==> src/rtl/adder_bist_ctrl.sv <==
// rtl/adder_bist_ctrl.sv - exhaustive sweep BIST controller for a WIDTH-bit adder
// Optional stop-on-first-mismatch behaviour: ADDER_BIST_STOP_ON_FAIL_EN
module adder_bist_ctrl #(
  parameter int WIDTH = 4
) (
  input  logic                 clk,
  input  logic                 rst,
  input  logic                 start,
  input  logic                 abort,
  output logic [WIDTH-1:0]     a,
  output logic [WIDTH-1:0]     b,
  output logic                 cin,
  input  logic [WIDTH-1:0]     sum,
  input  logic                 cout,
  output logic                 busy,
  output logic                 done,
  output logic                 error,
  output logic [2*WIDTH+1:0]   err_cnt,
  output logic [2*WIDTH:0]     fail_vec
);

  localparam int VW = 2*WIDTH + 1;
  localparam int CW = 2*WIDTH + 2;
  localparam logic [VW-1:0] VEC_ONE = 1;
  localparam logic [CW-1:0] CNT_ONE = 1;

  typedef enum logic [1:0] {IDLE, APPLY, CHECK, DONE} state_t;

  state_t          state;
  logic [VW-1:0]   vec;
  logic [WIDTH:0]  expected;
  logic            mismatch;
  logic            last_vec;
  logic            finish;

  // vec is laid out {cin,b,a} so a plain increment gives a-fastest ordering
  assign {cin, b, a} = vec;
  assign expected    = {1'b0, a} + {1'b0, b} + {{WIDTH{1'b0}}, cin};
  assign mismatch    = ({cout, sum} != expected);
  assign last_vec    = &vec;

`ifdef ADDER_BIST_STOP_ON_FAIL_EN
  assign finish = abort | last_vec | mismatch;
`else
  assign finish = abort | last_vec;
`endif

  always_ff @(posedge clk) begin
    if (rst) begin
      state    <= IDLE;
      vec      <= '0;
      busy     <= 1'b0;
      done     <= 1'b0;
      error    <= 1'b0;
      err_cnt  <= '0;
      fail_vec <= '0;
    end else begin
      done <= 1'b0;
      case (state)
        IDLE: begin
          if (start) begin
            vec      <= '0;
            error    <= 1'b0;
            err_cnt  <= '0;
            fail_vec <= '0;
            busy     <= 1'b1;
            state    <= APPLY;
          end
        end
        APPLY: begin
          if (abort) begin
            busy  <= 1'b0;
            done  <= 1'b1;
            state <= DONE;
          end else begin
            state <= CHECK;
          end
        end
        CHECK: begin
          // a mismatch is recorded even when abort arrives in the same cycle
          if (mismatch) begin
            error <= 1'b1;
            if (!(&err_cnt)) err_cnt <= err_cnt + CNT_ONE;
            if (!error) fail_vec <= vec;
          end
          if (finish) begin
            busy  <= 1'b0;
            done  <= 1'b1;
            state <= DONE;
          end else begin
            vec   <= vec + VEC_ONE;
            state <= APPLY;
          end
        end
        DONE: begin
          state <= IDLE;
        end
        default: begin
          busy  <= 1'b0;
          state <= IDLE;
        end
      endcase
    end
  end

endmodule

==> config.mk <==
export PLATFORM = sky130hd
export DESIGN_NAME = adder_bist_ctrl
export DESIGN_NICKNAME = d
export VERILOG_FILES = /design/src/rtl/adder_bist_ctrl.sv
export SDC_FILE = /design/constraint.sdc
export NUM_CORES = 1
export LEC_CHECK = 0
export ABC_AREA = 1
export BUFFER_PORTS_ARGS = -buffer_cell sky130_fd_sc_hd__buf_2
export CAP_MARGIN = 20
export CELL_PAD_IN_SITES_DETAIL_PLACEMENT = 2
export CELL_PAD_IN_SITES_GLOBAL_PLACEMENT = 2
export CORE_MARGIN = 2
export CORE_UTILIZATION = 32
export DETAILED_ROUTE_END_ITERATION = 10
export PLACE_DENSITY_LB_ADDON = 0.05
export RECOVER_POWER = 25
export SLEW_MARGIN = 10
export SYNTH_ARGS = -nofsm -noshare
export SYNTH_HDL_FRONTEND = slang
export SYNTH_SLANG_ARGS = --single-unit
==> constraint.sdc <==
create_clock -name clk -period 3.3 [get_ports clk]
set_input_delay 0.66 -clock clk [delete_from_list [all_inputs] [get_ports clk]]
set_output_delay 0.66 -clock clk [all_outputs]
set_load 0.03 [all_outputs]
==> results.py <==
metrics = {
    "timing": {
        "fin_crit_ns": 2.77,
        "tns_ns": 0,
        "fin_crit_sh_pct": 84.0,
        "worst_slack_ns": 0.529,
        "fmax_mhz": 361,
        "fin_skew_ns": 0.00569,
        "setup_viol": 0,
        "relSlewSlack_pct": 37.4,
        "rsz0062_at_grt": "no",
        "worstMarginPinSlew_ns": 0.929,
        "finalHoldViolCount": 0,
        "maxSlewViolCount": 0,
    },
    "synthesis": {
        "synthTopCellsByArea": "dfxtp_1, nand2_1, inv_1",
        "seq_area_frac_synth_pct": 31.8,
        "synth_area_mm2": 0.00208,
        "synth_edf_count": 0,
        "ys_ff_latch": 33,
        "syn-num-nets": 325,
        "synth_cell_types": 35,
        "syn-instance-count": 304,
        "synthArstFlopShare_pct": 0,
        "ys_dominant_reg_cell": "dfxtp_1",
        "avgSynthCellArea_um2": 6.83,
        "ys_warn_count": 0,
        "synth_top_area_share_pct": 31.8,
        "synth_top_area_cell": "dfxtp_1",
    },
    "critical_path": {
        "critPathMaxFanout": 20,
        "critPathKind": "flop to flop",
        "endpoint_kind": "flop",
        "crit_arrival_ns": 2.96,
        "start_kind": "flop",
        "ff2ff_setup_slack_ns": 0.53,
        "cp_data_required_time_ns": 3.49,
    },
    "final_layout": {
        "drive_above_1_share_pct": 14.1,
        "diodes": 0,
        "fin_area_mm2": 0.00237,
        "fin_nets": 361,
        "synthToLayoutAreaGrowth_pct": 14.2,
        "fill_cells": 797,
        "mostFrequentLayoutCell": "nand2_1",
        "final_cell_mix": "nand2_1, inv_1, dfxtp_1",
    },
    "place": {
        "dp_hpwl_um": 4810,
        "place_area_mm2": 0.00230,
        "pre_cts_ws_ns": 0.495,
        "gp_congestion": 0.763,
        "io_buffers": 39,
    },
    "drt": {
        "first_pass_iters": 4,
        "drtIter0Drc": 55,
        "vias": 2134,
        "drc": 0,
        "wirelength_um": 6190,
        "routedWlPerCell_um": 14.8,
        "routed_via_density": 5.11,
        "ant_nets": 0,
    },
    "floorplan": {
        "die_w_um": 84.5,
        "die_area_mm2": 0.00715,
        "placementRows": 29,
        "fp.coreArea_mm2": 0.00631,
        "initial_core_util_pct": 32.9,
        "io_pins": 40,
        "die_h_um": 84.5,
    },
    "cts": {
        "clock_sinks": 33,
        "clk_path_buf_depth": 2,
        "numCtsBuffers": 5,
        "htreeDepth": 2,
        "clkTransAtPathRegs_ns": 0.07,
        "cts-root-buf": "clkbuf_8",
        "post_cts_buffers": 0,
        "hold_buffers": 0,
        "cts_tree": "built",
        "cts_resized": 0,
        "insertion_delay_ns": 0.29,
    },
    "min_path": {
        "min_path_type": "flop to flop",
    },
    "global_route": {
        "grt_pass1_wl_um": 10500,
        "grt.total_usage_pct": 18.2,
        "grt_pass1_vias": 2245,
        "grt_max_degree": 32,
        "antenna_found_initial": 0,
        "grt_overflow": 0,
    },
    "run": {
        "drv_cap": 0,
    },
    "power": {
        "static-leakage-power_nw": 1.03,
        "powerDensity_mw_per_mm2": 514,
        "ir_worst_vdd_mv": 0.208,
    },
    "status": {
        "status": "finished clean",
    },
}
## cell usage after synthesis (3+ instances only)
cell type and n:
inv_1 44, nor3_1 8, buf_2 4, o21ai_1 3, inv_2 3, o21ai_0 4, a21oi_1 31, nand3_2 3
nand4_1 18, a211oi_1 5, nand2_1 71, nor2_1 25, dfxtp_1 33, ha_1 10, nand3_1 16, buf_6 3
## worst max-delay path: stages, from the launching register on
cell and delay (ns):
dfxtp_1 0.36, fa_1 0.48, fa_1 0.45, nand2_1 0.13, nand2_1 0.06, nand2_1 0.06, nand2_1 0.05, nor2_1 0.12
nand3_2 0.37, nand3_2 0.38, nand2_1 0.10, inv_1 0.07, nor2_1 0.04
## layer usage
layer,vias up,track usage [%],wire [um]
li1,1070,-,-
met1,1025,21.5,2760
met2,31,33.1,3160
met3,8,3.54,191
met4,0,5.19,76
met5,-,0,0
## cell type report
class | count | area, um^2 | share of cell area, %
clock buffers | 5 | 68.8 | 2.90
inverters | 47 | 176 | 7.44
flip-flops and latches | 33 | 661 | 27.9
clock inverters | 3 | 17.5 | 0.739
repair buffers | 40 | 184 | 7.76
well taps | 77 | 96.3 | 4.07
multi-input cells | 213 | 1170 | 49.2
## registers in the layout, summed over array words and instances, names as in the netlist
| signal | count |
|---|---|
| state | 2 |
| done | 1 |
| err_cnt | 10 |
| vec | 9 |
| busy | 1 |
| error | 1 |
| fail_vec | 9 |
## where the power goes
group | switching [W] | total (W) | leakage [nW] | internal [W]
combinational | 0.000310 | 0.000427 | 0.720 | 0.000117
sequential | 0.0000493 | 0.000484 | 0.268 | 0.000434
clock | 0.000162 | 0.000308 | 0.0439 | 0.000146
total | 0.000521 | 0.00122 | 1.03 | 0.000698
## cells by family (layout without fill, tap and decap cells)
logic type / count (synthesis) / in the layout / share of synthesized area [%]
AOI/OAI and AO/OA: 49 / 49 / 13.7
and+or+nand+nor: 152 / 152 / 34.5
DFF: 33 / 33 / 31.8
adders and majority gates: 12 / 12 / 7.96
buffers and inverters: 58 / 95 / 12.0
## final timing paths
kind,from,end,cells past startpoint
worst max register to register,vec[0],err_cnt[5],12
worst max-delay path,vec[0],err_cnt[5],12
worst min-delay path,busy,busy,2
worst min register to register,busy,busy,2
## through the flow
step / power, W / std cells / hold slack [ns] / utilization, %
floorplan: 0.000821 / 304 / 0.501 / -
global placement: 0.000915 / 410 / 0.433 / 36.5
detailed placement: 0.000929 / 410 / 0.441 / 36.5
CTS: 0.00125 / 418 / 0.454 / 37.8
global route: 0.00131 / 418 / 0.482 / 37.5
finish: 0.00122 / 418 / 0.450 / 37.5
No activity file was read; power rests on OpenSTA's default activity.
